[src/rtl/pc_word_pkg.sv]
// Shared PC word definitions: field widths, word codes and serializer state encoding.
// Used by the FPGA-side serializer that feeds the PC-bound packer.
package pc_word_pkg;

   localparam int NPCcode      = 8;
   localparam int NPCdata      = 24;
   localparam int NTimeBits    = 48;
   localparam int NStateBits   = 27;
   localparam int NFiltIdxBits = 21;
   localparam int FILT_CODE    = 13;
   localparam int HB_CODE      = 14;

   typedef enum logic [NPCcode-1:0] {
      WC_FILT = NPCcode'(FILT_CODE),
      WC_HB   = NPCcode'(HB_CODE)
   } word_code_t;

   typedef enum logic [2:0] {
      ST_IDLE,
      ST_HB_LO,
      ST_HB_HI,
      ST_FT_LO,
      ST_FT_HI
   } ser_state_t;

   typedef logic [NPCdata-1:0] payload_t;

   // Upper filter word: index on top, the state bits that spill past the low word below.
   function automatic payload_t ft_hi_payload(input logic [NStateBits-1:0]   st,
                                              input logic [NFiltIdxBits-1:0] idx);
      return {idx, st[NStateBits-1:NPCdata]};
   endfunction

endpackage

[src/rtl/fpga_serializer_if.sv]
// Handshake bundle of the serializer: heartbeat and filter inputs, PC word output.
// master = the environment around the serializer, slave = the serializer itself.
interface fpga_serializer_if;
   import pc_word_pkg::*;

   logic                    hb_v;
   logic [NTimeBits-1:0]    hb_time;
   logic                    hb_a;
   logic                    filt_v;
   logic [NStateBits-1:0]   filt_state;
   logic [NFiltIdxBits-1:0] filt_idx;
   logic                    filt_a;
   logic                    out_v;
   logic [NPCcode-1:0]      out_code;
   logic [NPCdata-1:0]      out_payload;
   logic                    out_a;

   modport master (
      output hb_v, hb_time, filt_v, filt_state, filt_idx, out_a,
      input  hb_a, filt_a, out_v, out_code, out_payload
   );

   modport slave (
      input  hb_v, hb_time, filt_v, filt_state, filt_idx, out_a,
      output hb_a, filt_a, out_v, out_code, out_payload
   );

endinterface

[src/rtl/rr_arb2.sv]
// Two-input round-robin arbiter; req[0]=heartbeat, req[1]=filter.
// Grant bits never look at their own request, so accepts stay free of valid loops.
module rr_arb2 (
   input  logic       clk,
   input  logic       reset,
   input  logic [1:0] req,
   input  logic       advance,
   output logic [1:0] grant
);

   logic last_grant;  // 1: filter won the most recent tie

   always_ff @(posedge clk or negedge reset) begin
      if (!reset) begin
         last_grant <= 1'b1;
      end else if (advance && (&req)) begin
         last_grant <= grant[1];
      end
   end

   // A source is refused only when the other one requests and it holds priority.
   assign grant[0] = !(req[1] && !last_grant);
   assign grant[1] = !(req[0] &&  last_grant);

endmodule

[src/rtl/fpga_serializer.sv]
// Serializes heartbeat times and filter events into pairs of PC words (LO then HI),
// keeping each pair contiguous and sustaining one word per cycle.
module fpga_serializer
   import pc_word_pkg::*;
(
   input  logic              clk,
   input  logic              reset,
   fpga_serializer_if.slave  bus
);

   ser_state_t         state, state_d;
   logic [NPCdata-1:0] cap_hi_p0, cap_hi_d;
   logic               out_v_d;
   logic [NPCcode-1:0] code_d;
   logic [NPCdata-1:0] payload_d;
   logic               cap_opp;
   logic               hb_xfer, ft_xfer;
   logic [1:0]         grant;

   // A new event may enter when nothing is in flight or its HI word leaves this cycle.
   assign cap_opp = (state == ST_IDLE) ||
                    (((state == ST_HB_HI) || (state == ST_FT_HI)) && bus.out_a);

   rr_arb2 u_arb (
      .clk     (clk),
      .reset   (reset),
      .req     ({bus.filt_v, bus.hb_v}),
      .advance (cap_opp),
      .grant   (grant)
   );

   assign bus.hb_a   = cap_opp && grant[0];
   assign bus.filt_a = cap_opp && grant[1];
   assign hb_xfer    = bus.hb_v   && bus.hb_a;
   assign ft_xfer    = bus.filt_v && bus.filt_a;

   always_comb begin
      state_d   = state;
      out_v_d   = bus.out_v;
      code_d    = bus.out_code;
      payload_d = bus.out_payload;
      cap_hi_d  = cap_hi_p0;
      if (cap_opp) begin
         if (hb_xfer) begin
            state_d   = ST_HB_LO;
            out_v_d   = 1'b1;
            code_d    = WC_HB;
            payload_d = bus.hb_time[NPCdata-1:0];
            cap_hi_d  = bus.hb_time[NTimeBits-1:NPCdata];
         end else if (ft_xfer) begin
            state_d   = ST_FT_LO;
            out_v_d   = 1'b1;
            code_d    = WC_FILT;
            payload_d = bus.filt_state[NPCdata-1:0];
            cap_hi_d  = ft_hi_payload(bus.filt_state, bus.filt_idx);
         end else begin
            state_d = ST_IDLE;
            out_v_d = 1'b0;
         end
      end else if (bus.out_a) begin
         case (state)
            ST_HB_LO: begin
               state_d   = ST_HB_HI;
               payload_d = cap_hi_p0;
            end
            ST_FT_LO: begin
               state_d   = ST_FT_HI;
               payload_d = cap_hi_p0;
            end
            default: ;
         endcase
      end
   end

   // Stage p0: captured HI chunk and registered output word
   always_ff @(posedge clk or negedge reset) begin
      if (!reset) begin
         state           <= ST_IDLE;
         bus.out_v       <= 1'b0;
         bus.out_code    <= '0;
         bus.out_payload <= '0;
         cap_hi_p0       <= '0;
      end else begin
         state           <= state_d;
         bus.out_v       <= out_v_d;
         bus.out_code    <= code_d;
         bus.out_payload <= payload_d;
         cap_hi_p0       <= cap_hi_d;
      end
   end

endmodule

[src/flat_wrapper.sv]
// flat-port wrapper written by rule: the top's interface ports become plain ports
module fpga_serializer_flat import pc_word_pkg::*;
  (clk, reset, bus_hb_v, bus_hb_time, bus_filt_v, bus_filt_state, bus_filt_idx, bus_out_a, bus_hb_a, bus_filt_a, bus_out_v, bus_out_code, bus_out_payload);
  fpga_serializer_if bus_i ();
  input  logic clk;
  input  logic reset;
  input wire logic [$bits(bus_i.hb_v)-1:0] bus_hb_v;
  input wire logic [$bits(bus_i.hb_time)-1:0] bus_hb_time;
  input wire logic [$bits(bus_i.filt_v)-1:0] bus_filt_v;
  input wire logic [$bits(bus_i.filt_state)-1:0] bus_filt_state;
  input wire logic [$bits(bus_i.filt_idx)-1:0] bus_filt_idx;
  input wire logic [$bits(bus_i.out_a)-1:0] bus_out_a;
  output wire logic [$bits(bus_i.hb_a)-1:0] bus_hb_a;
  output wire logic [$bits(bus_i.filt_a)-1:0] bus_filt_a;
  output wire logic [$bits(bus_i.out_v)-1:0] bus_out_v;
  output wire logic [$bits(bus_i.out_code)-1:0] bus_out_code;
  output wire logic [$bits(bus_i.out_payload)-1:0] bus_out_payload;
  assign bus_i.hb_v = bus_hb_v;
  assign bus_i.hb_time = bus_hb_time;
  assign bus_i.filt_v = bus_filt_v;
  assign bus_i.filt_state = bus_filt_state;
  assign bus_i.filt_idx = bus_filt_idx;
  assign bus_i.out_a = bus_out_a;
  assign bus_hb_a = bus_i.hb_a;
  assign bus_filt_a = bus_i.filt_a;
  assign bus_out_v = bus_i.out_v;
  assign bus_out_code = bus_i.out_code;
  assign bus_out_payload = bus_i.out_payload;
  fpga_serializer u_core (.clk(clk), .reset(reset), .bus(bus_i));
endmodule
[config.mk]
export PLATFORM = sky130hd
export DESIGN_NAME = fpga_serializer_flat
export DESIGN_NICKNAME = d
export VERILOG_FILES = /design/src/rtl/pc_word_pkg.sv /design/src/rtl/fpga_serializer_if.sv /design/src/rtl/rr_arb2.sv /design/src/rtl/fpga_serializer.sv /design/src/flat_wrapper.sv
export SDC_FILE = /design/constraint.sdc
export NUM_CORES = 1
export LEC_CHECK = 0
export CORE_MARGIN = 1
export CORE_UTILIZATION = 42
export DETAILED_ROUTE_END_ITERATION = 10
export PLACE_DENSITY_LB_ADDON = 0.1
export SLEW_MARGIN = 15
export SYNTH_ARGS = -nofsm -noshare
export SYNTH_HDL_FRONTEND = slang
export SYNTH_SLANG_ARGS = --single-unit
export TNS_END_PERCENT = 50
[constraint.sdc]
create_clock -name clk -period 2.5 [get_ports clk]
set_clock_uncertainty 0.15 [all_clocks]
set_input_delay 0.5 -clock clk [delete_from_list [all_inputs] [get_ports clk]]
set_output_delay 0.5 -clock clk [all_outputs]
set_load 0.05 [all_outputs]
**Yosys cells after proc, flatten, opt, wreduce, memory -nomap -nowiden**

Cells that the tools add are included.

- Register bits after elaboration: 61
- Bits in latches: 0
- Memory bits (writable): 0
- Memory bits (read-only): 0
- Output and inout port bits: 35
- Memories kept: 0

- Add/sub/neg operators: 0
- Multipliers: 0
- Div/mod/pow operators: 0
- Magnitude comparators: 0
- Equality and inequality tests: 5
- Shift-type cells: 0
- Mux-type cells: 16
- Bitwise gates (word level): 0
- Reduce and logical (&&, ||, !) cells: 23

Operators by type and width:

| cell | number |
|---|---|
| $mux W24 | 7 |
| $mux W8 | 2 |
| $mux W3 | 3 |
| $logic_and A1 B1 Y1 | 8 |
| $eq A3 B2 Y1 const B | 2 |
| $pmux W3 S2 | 1 |
| $reduce_and A2 Y1 | 3 |
| $reduce_bool A2 Y1 | 3 |
| $eq A3 B1 Y1 const B | 1 |
| $eq A3 B3 Y1 const B | 1 |
| $logic_not A1 Y1 | 3 |
| $logic_not A3 Y1 | 1 |
| $ne A3 B3 Y1 const B | 1 |
| $reduce_and A3 Y1 | 1 |
| $reduce_bool A3 Y1 | 1 |
| $logic_or A1 B1 Y1 | 2 |
| $mux W1 | 2 |
| $mux W2 | 1 |
| $reduce_or A2 Y1 | 1 |

**Longest topological paths before layout**

Gate-level depths: netlist of run 1.

- Depth after elaboration: 9
- Depth in mapped cells: 8
- Mapped depth without buffers: 4

**Modules after synthesis**

From an unflattened synthesis of run 1, not the netlist that was laid out.

- Cell total of the unflattened synthesis: 243
- Area total of the unflattened synthesis: 3067.9 um^2

By module, submodules not included:

| module | instances | cells an instance | area each (um^2) | sequential area each (um^2) |
|---|---|---|---|---|
| fpga_serializer | 1 | 238 | 3017.9 | 1376.3 |
| rr_arb2 | 1 | 5 | 50.0 | 26.3 |

**Least setup slack after synthesis of run 1**

No wires, ideal clock.

- Path kind: reg-to-output
- Start: reg u_core.state[2]
- End: out bus_filt_a
- Data arrival time: 1.859 ns
- Data required time: 1.850 ns
- Path slack: -0.009 ns
- Stages on the path, launching flop included: 6
- Cells stage by stage: dfrtp_1 -> buf_2 -> nor2_1 -> o21ai_1 -> clkbuf_1 -> a21oi_1

- Word-level cells in the longest chain between the ends: 5

RTL lines:

| what | line | RTL |
|---|---|---|
| start: declaration | fpga_serializer.sv:11 | `ser_state_t state, state_d;` |
| start signal: assignment | fpga_serializer.sv:84 | `state <= state_d;` |
| $eq A3 B2 Y1 or $eq A3 B3 Y1 (tied branches) | fpga_serializer.sv:22 | `(((state == ST_HB_HI) \|\| (state == ST_FT_HI)) && bus.out_a);` |
| $logic_or A1 B1 Y1 | fpga_serializer.sv:22 |  |
| $logic_and A1 B1 Y1 | fpga_serializer.sv:22 |  |
| $logic_or A1 B1 Y1 (*) | fpga_serializer.sv:21 | `assign cap_opp = (state == ST_IDLE) \|\|` |
| $logic_and A1 B1 Y1 (*) | fpga_serializer.sv:33 | `assign bus.filt_a = cap_opp && grant[1];` |
| end: declaration | flat_wrapper.sv:14 | `output wire logic [$bits(bus_i.filt_a)-1:0] bus_filt_a;` |

Mark *: on every way between the ends. The rest lies on a longest branch, timed or not.

**Final worst setup path of run 1**

- Start: in bus_out_a
- End: out bus_hb_a

- Word-level cells in the longest chain between the ends: 3

RTL lines:

| what | line | RTL |
|---|---|---|
| start: declaration | flat_wrapper.sv:12 | `input wire logic [$bits(bus_i.out_a)-1:0] bus_out_a;` |
| $logic_and A1 B1 Y1 | fpga_serializer.sv:22 |  |
| $logic_or A1 B1 Y1 | fpga_serializer.sv:21 |  |
| $logic_and A1 B1 Y1 | fpga_serializer.sv:32 | `assign bus.hb_a = cap_opp && grant[0];` |
| end: declaration | flat_wrapper.sv:13 | `output wire logic [$bits(bus_i.hb_a)-1:0] bus_hb_a;` |

Every way passes these cells.

==> metrics.md, run 1 <==
| Metric | Value |
|---|---|
| Initial DRC count | `227` |
| Pre-Repair DR Iteration Count | `5` |
| Final nets | `575` |
| DPL Wire Length | `6704 um` |
| Area delta synth->final | `54.28%` |
| CP Launch Type | `input port` |
| Worst stage delay on the critical path | `420 ps` |
| Worst Hold End | `u_core.bus.out_code[0]$_DFFE_PN0P_` |
| Setup violators final | `0` |
| DIE AREA | `7577 um^2` |
| Power per cell area | `1313 nW/um^2` |
| Num CTS Buffers | `5` |
| Main area contributors after synthesis | `dfrtp_1 (45%), nor3_1 (8.1%), a31oi_1 (7.8%), o32ai_1 (6.9%), nand2_1 (5.3%)` |
| Die H | `87.05 um` |
| FF-to-FF End | `u_core.bus.out_payload[7]$_DFFE_PN0P_` |
| Routed wire length | `9114 um` |
| Worst Tran Pin Value | `519.2 ps` |
| Crit-path cells | `clkdlybuf4s50_1, a21boi_2, or2_0, and3_1, buf_12` |
| Setup CP Type | `input port to output port` |
| # port buffers | `131` |
| CP max-delay cell | `clkdlybuf4s50_1` |
| H-tree depth | `2` |
| Final instance area | `4687 um^2` |
| Fmax | `0.4208 GHz` |
| Flops & latches, synth | `56` |
| Vias | `3167` |
| Vias in the first global route | `3051` |
| DRC | `0` |
| Die W | `87.05 um` |
| Worst EP arrival | `1730 ps` |
| Most common cell in the netlist | `dfrtp_1` |
| Area of the mapped netlist | `3038 um^2` |
| Fin crit period | `2376 ps` |
| Worst r2r path cells | `5` |
| Buf/Inv on CP | `2` |
| Max Cap Viol | `0` |
| Worst hold path stage count | `1` |
| Max Slew Vio Count | `0` |
| Ys flop type | `dfrtp_1` |
| Yosys cell types | `37` |
| Post-synth top area share | `0.4530` |
| CTS tree | `done` |
| Sink Count | `56` |
| RSZ-0062 raised after global routing | `no` |
| Post-Syn Instances | `346` |
| Status | `complete, no violations` |
| Post-DR wirelength/cell | `15.96 um` |
| Gr ovfl total | `0` |
| Seq/Total Area, Yosys | `0.4617` |
| PnR worst setup slack | `123.8 ps` |
| Initial antenna violation count | `0` |
| Clock slew at reported path FFs | `110 ps` |
| ANT nets after route | `0` |
| Largest net degree at the start of global routing | `33` |
| Max-slew headroom | `0.6528` |
| Clk_lat worst skew | `310 ps` |
| Total leakage power | `1.889 nW` |
| Overall Power | `6.152 mW` |
| Critical path endpoint category | `output port` |
| Fraction of registers with async set/reset | `1.000` |
| R2R Path Start | `u_core.state[1]$_DFFE_PN0P_` |
| Clock Path Buffers | `2` |
| Row Count | `30` |
| Core ar. | `6907 um^2` |
| Sum of negative setup slack | `0 ps` |
| RD Place Congestion | `0.8919` |
| Number of I/O pins | `136` |
| Mapped Avg Cell Area | `8.780 um^2` |
| First-pass GRT wire length | `14770 um` |
| CP max FO | `2` |
| # Post-CTS Setup Buffers | `0` |
| # diodes | `0` |
| Peak VDD IR | `720.2 uV` |
| EDFF count, synth | `0` |
| Commonest cells in the netlist | `dfrtp_1 (55), nor3_1 (49), nand2_1 (43)` |
| Final Hold Viols | `0` |
| Hold Path Class | `register to register` |
| Vias per cell | `5.546` |
| Worst reg2reg setup slack | `440 ps` |
| Place WS | `11.19 ps` |
| Initial cell density of the core | `0.4399` |
| Period utilisation layout | `0.9505` |
| Hold Worst Slack | `341.5 ps` |
| Min-delay src | `u_core.bus.out_code[0]$_DFFE_PN0P_` |
| Total track usage | `0.2521` |
| Share of cells above drive strength 1 | `0.09895` |
| Synth area leader | `dfrtp_1` |
| Yosys warns | `0` |
| Placed cell area | `4566 um^2` |
| Worst path required time | `1850 ps` |
| Clock Tree Root | `clkbuf_8` |
| Top cell family by delay on the critical path | `buffers and inverters` |
==> layout make-up <==
cell class	count	area [um^2]
clock inverter	3	42.54
tap	96	120.1
multi-input combinational	227	1374
timing repair buffer	158	1582
sequential	56	1403
inverter	26	97.59
clock buffer	5	68.82
fill	604	2220
==> cell families (layout without fill, tap and decap cells) <==
family,after synthesis,count (layout),synth area share
AOI/OAI and AO/OA,108,108,0.2582
xor gates and xnor gates,1,1,0.002884
buffers and inverters,66,192,0.09926
DFF,56,56,0.4617
other,1,4,0.001234
and+or+nand+nor,114,114,0.1767
==> layout by cell type (no fill, tap or decap), types with 3 or more instances in the layout <==
| cell type | n |
|---|---|
| o21a_1 | 3 |
| a31oi_1 | 38 |
| nor3_1 | 48 |
| o22ai_1 | 24 |
| clkbuf_8 | 5 |
| inv_1 | 25 |
| nand2_1 | 43 |
| clkdlybuf4s50_1 | 128 |
| and2_1 | 5 |
| buf_12 | 6 |
| a221o_1 | 5 |
| buf_4 | 22 |
| a21oi_1 | 3 |
| and3_1 | 3 |
| dfrtp_1 | 55 |
| o32ai_1 | 24 |
| conb_1 | 4 |
| nor2_1 | 4 |
==> power by group <==
group | total (mW) | internal [mW] | switching [mW]
combinational | 3.85 | 1.52 | 2.34
sequential | 1.69 | 1.38 | 0.314
clock | 0.604 | 0.297 | 0.306
total | 6.15 | 3.20 | 2.96
==> how the worst max path moves through the flow <==
stage	start	depth (start not counted)	endpoint	slack, ps
after floorplan	u_core.state[2]$_DFFE_PN0P_	6	bus_hb_a	70
after global placement	bus_out_a	7	u_core.cap_hi_p0[18]$_DFFE_PN0P_	100
after detailed placement	bus_filt_v	6	u_core.bus.out_payload[7]$_DFFE_PN0P_	10
after CTS	bus_out_a	6	bus_filt_a	120
after global routing	bus_out_a	6	bus_filt_a	60
final	bus_out_a	5	bus_hb_a	120
==> through the flow <==
stage | instances | util
after CTS | 571 | 0.6786
after global placement | 562 | 0.6611
after detailed placement | 562 | 0.6611
final | 571 | 0.6786
after floorplan | 349 | -
after global routing | 571 | 0.6786
==> registers in the layout, indices dropped and copies added (netlist names) <==
signal                   cells
u_core.state                 3
u_core.u_arb.last_grant      1
u_core.bus.out_v             1
u_core.bus.out_code          3
u_core.cap_hi_p0            24
u_core.bus.out_payload      24
==> repair_timing <==
item | CTS | global route
hold endpoints to repair | 14 | 0
resized for setup | 0 | 0
hold buffers | 1 | 0
==> per-layer routing <==
metal	global-route usage	up-vias	share of wire	wire, um
met2	0.4073	116	0.47	4301
met1	0.3558	1521	0.46	4236
met5	0	-	0	0
met4	0.05000	0	0.0076	69
li1	-	1523	-	-
met3	0.04550	7	0.056	507
No activity file was read; power rests on OpenSTA's default activity.
==> run 2: changes to the inputs <==
Settings changed: CTS_CLUSTER_DIAMETER from default to 40.
==> results of run 2 <==
No change in the layout: final DEF, timing and power equal those of run 1.
==> run 3: changes to the inputs <==
==> constraint.sdc (replaced) <==
create_clock -name clk -period 2.5 [get_ports clk]
set_clock_uncertainty 0.15 [all_clocks]
set_input_delay 0.375 -clock clk [delete_from_list [all_inputs] [get_ports clk]]
set_output_delay 0.375 -clock clk [all_outputs]
set_load 0.05 [all_outputs]
==> metrics.md, run 3 (synthesized netlist as in run 1, its figures left out) <==
| Metric | Value |
|---|---|
| DPL Wire Length | `6669 um (-0.52%)` |
| Pre-Repair DR Iteration Count | `6 (+1)` |
| # port buffers | `131 (unchanged)` |
| Fmax | `0.4209 GHz (about the same)` |
| Max Cap Viol | `0 (unchanged)` |
| Max Slew Vio Count | `0 (unchanged)` |
| Worst path required time | `1980 ps (+130 ps)` |
| Num CTS Buffers | `5 (unchanged)` |
| Setup violators final | `0 (unchanged)` |
| Row Count | `30 (unchanged)` |
| Sink Count | `56 (unchanged)` |
| # diodes | `0 (unchanged)` |
| Sum of negative setup slack | `0 ps (unchanged)` |
| Die W | `87.05 um (unchanged)` |
| Area delta synth->final | `53.67%` |
| RSZ-0062 raised after global routing | `no` |
| Util after Layout | `0.6759 (-0.002717)` |
| Worst Tran Pin Value | `574.8 ps (+55.60 ps)` |
| Placed cell area | `4534 um^2 (-0.69%)` |
| Worst reg2reg setup slack | `350 ps (-90 ps)` |
| Die H | `87.05 um (unchanged)` |
| Critical path endpoint category | `output port` |
| Non-Filler Instances | `564 (-1.2%)` |
| Place WS | `-14.49 ps (-25.67 ps)` |
| Final instance area | `4668 um^2 (-0.40%)` |
| Period utilisation layout | `0.9504 (about the same)` |
| Vias per cell | `5.633 (+1.6%)` |
| Dpl cells | `555 (-1.2%)` |
| H-tree depth | `2 (unchanged)` |
| Post-DR wirelength/cell | `16.50 um (+3.4%)` |
| Total track usage | `0.2598 (+0.007667)` |
| Gr ovfl total | `0 (unchanged)` |
| Biggest regs | `u_core.bus.out_payload x24, u_core.cap_hi_p0 x24` |
| Clock Path Buffers | `2 (unchanged)` |
| Worst r2r path cells | `6 (+1)` |
| Initial DRC count | `270 (+19%)` |
| Clk_lat worst skew | `310 ps (about the same)` |
| CP max FO | `6 (+4)` |
| Vias in the first global route | `3091 (+1.3%)` |
| Status | `complete, no violations` |
| FF-to-FF End | `u_core.cap_hi_p0[1]$_DFFE_PN0P_` |
| Seq. cell area | `1403 um^2 (unchanged)` |
| Initial cell density of the core | `0.4399 (unchanged)` |
| Min-delay src | `u_core.bus.out_code[0]$_DFFE_PN0P_` |
| Power per cell area | `1318 nW/um^2 (+0.41%)` |
| Worst EP arrival | `1850 ps (+120 ps)` |
| Vias | `3177 (+0.32%)` |
| DRC | `0 (unchanged)` |
| ANT nets after route | `0 (unchanged)` |
| Clock slew at reported path FFs | `110 ps (about the same)` |
| Worst Hold End | `u_core.bus.out_code[0]$_DFFE_PN0P_` |
| Worst hold path stage count | `1 (unchanged)` |
| Final nets | `568 (-1.2%)` |
| Number of I/O pins | `136 (unchanged)` |
| CP Launch Type | `input port` |
| Hold Path Class | `register to register` |
| Most frequent cells in the layout | `clkdlybuf4s50_1 (128), dfrtp_1 (55), nor3_1 (48)` |
| Peak VDD IR | `756.5 uV (+5.0%)` |
| CTS tree | `done` |
| PnR worst setup slack | `124.1 ps (+0.2760 ps)` |
| Total leakage power | `1.876 nW (-0.71%)` |
| DIE AREA | `7577 um^2 (unchanged)` |
| Share of cells above drive strength 1 | `0.08333 (-0.01561)` |
| First-pass GRT wire length | `15290 um (+3.5%)` |
| Most common cell after layout, fill and taps aside | `clkdlybuf4s50_1` |
| R2R Path Start | `u_core.state[1]$_DFFE_PN0P_` |
| # Post-CTS Setup Buffers | `0 (unchanged)` |
| Final Hold Viols | `0 (unchanged)` |
| Max-slew headroom | `0.6168 (-0.03598)` |
| Routed wire length | `9305 um (+2.1%)` |
| Fin crit period | `2376 ps (-0.2760 ps)` |
| RD Place Congestion | `0.8674 (-2.7%)` |
| Clock Tree Root | `clkbuf_8` |
| Multi-input logic area | `1378 um^2 (+0.27%)` |
| Initial antenna violation count | `0 (unchanged)` |
| Core ar. | `6907 um^2 (unchanged)` |
| Setup CP Type | `input port to output port` |
| Largest net degree at the start of global routing | `50 (+52%)` |
| Fillcell total | `590 (-2.3%)` |
[run 3: what timing repair did]
action,in CTS,in global routing
hold buffers,1,0
gates resized for setup,0,2
endpoints found under the hold margin,23,0
endpoints found under the setup margin,0,1
[run 3: metrics by stage]
step | hold WS (ps) | power [mW]
after floorplan | -70.59 | 4.170
after global placement | 253.4 | 5.463
after detailed placement | 249.1 | 5.542
after CTS | 355.8 | 6.162
after global routing | 385.6 | 6.535
final | 354.5 | 6.152
[run 3: critical path, cell delays in order]
cell	delay, ps
clkdlybuf4s50_1	570
a21boi_4	270
or2_1	230
and3_1	250
buf_12	150
[run 3: layer usage]
metal  vias to the layer above  share of wire  GRT usage
li1                       1512              -          -
met1                      1532           0.44     0.3761
met2                       128           0.49     0.4016
met3                         5          0.072    0.04550
met4                         0         0.0061    0.06970
met5                         -              0          0
[run 3: how the worst max path moves through the flow]
stage / from / to / slack (ps)
2_1_floorplan: u_core.state[2]$_DFFE_PN0P_ / bus_filt_a / 120
3_3_place_gp: bus_out_a / bus_hb_a / 70
3_5_place_dp: bus_out_a / u_core.cap_hi_p0[20]$_DFFE_PN0P_ / -10
4_1_cts: bus_out_a / bus_hb_a / 7
5_1_grt: bus_out_a / bus_hb_a / 40
6_report: bus_out_a / bus_hb_a / 120
[run 3: layout make-up]
| type | instances | area share |
|---|---|---|
| clock buffers | 5 | 0.01474 |
| multi-input cells | 227 | 0.2951 |
| inverters | 26 | 0.02091 |
| well taps | 96 | 0.02573 |
| clock inverters | 3 | 0.01018 |
| repair buffers | 151 | 0.3329 |
| flip-flops and latches | 56 | 0.3005 |
[run 3: power by group]
part	switching [mW]	internal, mW
clock	0.311	0.302
sequential	0.343	1.38
combinational	2.30	1.51
==> patch 1: new RTL, config.mk and constraints of run 2 <==
The 5 states of `ser_state_t` get a Gray code encoding in 3 bits.
--- a/src/rtl/pc_word_pkg.sv
+++ b/src/rtl/pc_word_pkg.sv
@@ -18,7 +18,7 @@
    typedef enum logic [2:0] {
-      ST_IDLE,
-      ST_HB_LO,
-      ST_HB_HI,
-      ST_FT_LO,
-      ST_FT_HI
+      ST_IDLE  = 3'b000,
+      ST_HB_LO = 3'b001,
+      ST_HB_HI = 3'b011,
+      ST_FT_LO = 3'b010,
+      ST_FT_HI = 3'b110
    } ser_state_t;
Function: same outputs for any inputs over 4 cycles, from zero or initial values and one cycle with reset low; so few cycles prove little.
==> patch 1 against run 2 <==
The flow now finishes with violations (hold timing); area after synthesis is 1.7% lower; setup slack better by 0.037 ns; highest routed layer unchanged; cell area decreased by 2.2%; sequential share of layout area rose by 0.67 points; critical endpoint is now bus_filt_a; wire length down 22%; sequential cell count is the same; critical path depth shrank 1.
Power is not compared: it rests on default switching activity, and its combinational part moved more than twofold at a synthesized area within 25%.
==> patch 1: results (changes against run 2) <==
Timing
  • Worst-margin pin slew: 0.538 ns (+0.0185 ns)
  • Fmax: 427 MHz (+1.6%)
  • Final hold vios: 2 (+2)
  • Worst Hold Slack: -0.00127 ns (-0.343 ns)

Route
  • Vias per std cell: 4.97 (-10%)
  • Router iterations before antenna repair: 6 (+1)
  • Routed len/inst: 13.8 um (-13%)
  • Met1 Wirelength: 3.17 mm (-25%)
  • Met3 wire length: 500 um (-1.4%)
  • Met2 WL: 3.35 mm (-22%)
  • Routed WL: 7.09 mm (-22%)
  • Starting DRT DRC Count: 159 (-30%)

Worst setup path
  • Worst setup path start: u_core.state[0]$_DFFE_PN0P_
  • Flop2flop setup slack: 0.43 ns
  • Largest stage delay on the critical path: 0.46 ns (+0.04 ns)
  • Cell family with most CP delay: flip-flops
  • Largest fanout on the critical path: 9 (+7)
  • R2R Path End: u_core.cap_hi_p0[21]$_DFFE_PN0P_
  • Crit path DAT: 1.69 ns (-0.04 ns)
  • Worst setup path end: bus_filt_a
  • Cell depth of the worst flop-to-flop path: 8 (+3)
  • Crit-path slowest cell: dfrtp_1

Global route
  • Met3 usage: 0.0571 (+0.0116)
  • Vias in the first global route: 2503 (-18%)
  • Pin count of the biggest net entering global routing: 41 (+24%)
  • First-pass GRT wire length: 12.1 mm (-18%)
  • Met2 Use GR: 0.338 (-0.0696)
  • Met1 Track Usage GR: 0.282 (-0.0739)
  • Total Routing Usage GR: 0.209 (-0.0428)

Logic synthesis
  • Post-synth top cells: 55 x dfrtp_1, 43 x mux2i_1, 29 x a21oi_1, 26 x nor2_1, 24 x mux2_2
  • Compound-gate portion of the synthesized area: 0.132 (-0.126)
  • Top FF cell, synth: dfrtp_1
  • Post-synthesis cell count: 287 (-17%)
  • Mux contribution to synthesized area: 0.235 (+0.235)
  • Sequential share of the synthesized area: 0.470 (+0.00813)
  • Synthesized-area fraction occupied by xor and xnor cells: 0.00587 (+0.00298)
  • Largest cells by area after synthesis: dfrtp_1 46%, mux2i_1 14%, mux2_2 9.1%
  • Cell variety after synth: 34 (-8.1%)

Placed design
  • DP HPWL: 5.34 mm (-20%)
  • Placed cells: 507 (-9.8%)
  • Dpl ws: -0.0964 ns (-0.108 ns)
  • Routability Congestion: 0.803 (-10%)

Clock tree
  • Max clock buf depth: 2 (unchanged)
  • CTS buffer count: 5 (unchanged)
  • Htree depth: 2 (unchanged)
  • Clock slew at reported path FFs: 0.09 ns (-0.02 ns)

Finish
  • Nets: 519 (-9.7%)
  • Share of cells above drive strength 1: 0.134 (+0.0353)
  • Biggest regs: u_core.bus.out_payload: 24 flops, u_core.cap_hi_p0: 24 flops
  • # diodes: 0 (unchanged)
  • Fill cells: 549 (-9.1%)

Power
  • Peak VDD IR: 0.000256 V
  • Overall power: 2180 uW
  • Combinational share of power: 0.276

Outcome
  • Failing checks: hold timing
  • Status: finished with violations

Worst hold path
  • Min-delay worst type: in -> async
-- patch 1: layout make-up --
type / instances / area, um^2 / area share
repair buffers: 146 / 1510 / 0.330
multi-input cells: 200 / 1420 / 0.309
flip-flops and latches: 56 / 1400 / 0.306
well taps: 96 / 120 / 0.0262
clock buffers: 5 / 68.8 / 0.0150
inverters: 9 / 33.8 / 0.00737
clock inverters: 1 / 30.0 / 0.00655
-- patch 1: what timing repair did --
action | in CTS | in global routing
gates resized for setup | 1 | 0
endpoints found under the setup margin | 2 | 0
hold buffers | 0 | 0
-- patch 1: metrics by stage --
step,setup TNS [ns],area (um^2)
final,0,4580
after global routing,0,4580
after CTS,0,4580
after detailed placement,-0.358,4490
after global placement,-0.0371,4490
after floorplan,0,3000
-- patch 1: logic make-up (layout without fill, tap and decap cells) --
group	after synthesis	count (layout)
multiplexers	67	67
AO/OA/AOI/OAI	66	66
AND/OR/NAND/NOR	61	61
flip-flops	56	56
buffers and inverters	34	161
XOR/XNOR	2	2
other	1	4
==> patch 2: new RTL, config.mk and constraints of run 2 <==
Without the edit above. Reset style: synchronous (`reset`), changed in 2 clocked blocks.
--- a/src/rtl/rr_arb2.sv
+++ b/src/rtl/rr_arb2.sv
@@ -12,3 +12,3 @@
 
-   always_ff @(posedge clk or negedge reset) begin
+   always_ff @(posedge clk) begin
       if (!reset) begin
--- a/src/rtl/fpga_serializer.sv
+++ b/src/rtl/fpga_serializer.sv
@@ -75,3 +75,3 @@
    // Stage p0: captured HI chunk and registered output word
-   always_ff @(posedge clk or negedge reset) begin
+   always_ff @(posedge clk) begin
       if (!reset) begin
Function: differs if reset is asserted again (counterexample within 4 cycles, from zero or initial values and one cycle with reset low); with reset held inactive, the same outputs for 4 cycles.
==> patch 2 against run 2 <==
Sequential cell count did not move; largest cell class is now multi-input combinational cells; critical path type unchanged; setup slack got worse by 0.0049 ns; sequential share of layout area fell by 7.8 points; non-clock buffer count rose by 4; count of clock-buffer cells in the layout rose by 1; cell area rose by 8.3%; wire length rose by 25%; area after synthesis rose by 18%; worst hold slack got worse by 0.012 ns.
Power is not compared: it rests on default switching activity, and its combinational part moved more than twofold at a synthesized area within 25%.
==> patch 2: results (changes against run 2) <==
Placed design
  • Number of buffers added on ports: 131 (unchanged)
  • Dpl ws: -0.0752 ns (-0.0864 ns)
  • Placed cell area: 4980 um^2 (+9.1%)
  • DP HPWL: 8.00 mm (+19%)
  • Routability Congestion: 0.855 (-4.1%)

Worst hold path
  • Hold Startpoint: u_core.bus.out_code[1]$_SDFFE_PN0P_
  • Min-delay worst type: reg -> reg
  • Hold EP: u_core.bus.out_code[1]$_SDFFE_PN0P_
  • Hold path cells: 2 (+1)

Finish
  • # diodes: 0 (unchanged)
  • Biggest regs: u_core.bus.out_payload: 24 flops, u_core.cap_hi_p0: 24 flops
  • Nets: 598 (+4.0%)
  • Share of cells above drive strength 1: 0.189 (+0.0898)

Clock tree
  • Root Driver: clkbuf_8
  • CTS buffer count: 5 (unchanged)
  • Htree depth: 2 (unchanged)
  • Clock slew at reported path FFs: 0.10 ns

Global route
  • Total Routing Usage GR: 0.259 (+0.00671)
  • First-pass GRT wire length: 18.1 mm (+23%)
  • Vias in the first global route: 3569 (+17%)
  • Pin count of the biggest net entering global routing: 39 (+18%)

Logic synthesis
  • Post-Synth Adder-Cell Area: 0 (unchanged)
  • Sequential share of the synthesized area: 0.314 (-0.148)
  • Synthesized-area fraction occupied by xor and xnor cells: 0 (-0.00288)
  • Cell variety after synth: 47 (+27%)
  • FFs w/ async S/R, synth: 0 (-1.00)
  • Synth warn: 0 (unchanged)
  • Largest cells by area after synthesis: dfxtp_1 31%, o32ai_2 9.1%, nor4_1 8.4%
  • Post-synth top cells: 56 x dfxtp_1, 48 x nor4_1, 38 x nand2_1, 30 x clkbuf_1, 24 x nand4_1
  • Compound-gate portion of the synthesized area: 0.337 (+0.0786)
  • Top FF cell, synth: dfxtp_1

Route
  • Routed len/inst: 18.8 um (+18%)
  • Vias per std cell: 6.11 (+10%)
  • Router iterations before antenna repair: 4 (-1)
  • Starting DRT DRC Count: 132 (-42%)

Worst setup path
  • Worst setup path start: bus_filt_v
  • Worst r2r src: u_core.state[0]$_SDFFE_PN0P_
  • Flop2flop setup slack: 0.57 ns (+0.13 ns)
  • Largest fanout on the critical path: 4 (+2)
  • R2R Path End: u_core.bus.out_payload[7]$_SDFFE_PN0P_

Timing
  • Worst Hold Slack: 0.329 ns (-0.0124 ns)
  • Worst rel slew slack: 0.450 (-0.203)

Power
  • Sw Pwr: 1280 uW
  • Peak VDD IR: 0.000375 V

Outcome
  • Status: finished clean
-- patch 2: cell types whose count changed in the layout (fill, tap and decap cells not counted), sizes merged, moves of 19 or more --
cell,delta
nand4,+24
dfxtp,+56
o221ai,+24
a31oi,-35
o22ai,-25
a311oi,+19
inv,-22
dfrtp,-55
o31ai,+21
nor3,-28
nor4,+48
-- patch 2: cell families after synthesis --
kind of cell | after synthesis
flops | 56
simple gates | 153
other cells | 1
buf+inv | 66
compound gates | 111
-- patch 2: worst max-delay path, cell delays in order --
cell and delay, ns:
clkdlybuf4s50_1 0.48, nor2b_1 0.18, buf_4 0.15, nor3_2 0.24
buf_12 0.17
-- patch 2: layout make-up --
| class | count | area [um^2] |
|---|---|---|
| clock buffers | 6 | 82.6 |
| clock inverters | 2 | 10.0 |
| fillers | 723 | 3140 |
| inverters | 4 | 15.0 |
| multi-input cells | 268 | 2090 |
| flip-flops and latches | 56 | 1120 |
| well taps | 105 | 131 |
| repair buffers | 162 | 1620 |
-- patch 2: what timing repair did --
item | in CTS | in global routing
gates resized for setup | 0 | 1
setup buffers | 0 | 0
setup endpoints to repair | 0 | 2
-- patch 2: metrics by stage --
step / power [uW] / instances / util / setup TNS [ns]
2_1_floorplan: 2110 / 390 / - / 0
3_3_place_gp: 2620 / 595 / 0.606 / -0.531
3_5_place_dp: 2640 / 595 / 0.606 / -0.885
4_1_cts: 3160 / 603 / 0.618 / 0
5_1_grt: 3290 / 603 / 0.618 / 0
6_report: 3150 / 603 / 0.618 / 0
-- patch 2: power groups by stage --
stage          combinational [uW]  clock (uW)  sequential [uW]
2_1_floorplan                 718           0             1390
3_3_place_gp                 1470           0             1160
3_5_place_dp                 1490           0             1160
4_1_cts                      1490         531             1140
5_1_grt                      1580         563             1150
6_report                     1490         526             1140
-- patch 2: how the worst max path moves through the flow --
stage	depth (start not counted)	endpoint	slack [ns]
4_1_cts	5	bus_hb_a	0.03
5_1_grt	5	bus_hb_a	0.06
2_1_floorplan	6	bus_hb_a	0.08
3_5_place_dp	7	u_core.bus.out_payload[7]$_SDFFE_PN0P_	-0.08
3_3_place_gp	6	u_core.bus.out_payload[3]$_SDFFE_PN0P_	-0.04
6_report	5	bus_hb_a	0.12
-- patch 2: routing by layer --
| layer | vias to the layer above | wire length (um) | track usage |
|---|---|---|---|
| li1 | 1782 | - | - |
| met1 | 1776 | 5180 | 0.356 |
| met2 | 119 | 5480 | 0.437 |
| met3 | 9 | 618 | 0.0332 |
| met4 | 0 | 86 | 0.0385 |
| met5 | - | 0 | 0 |
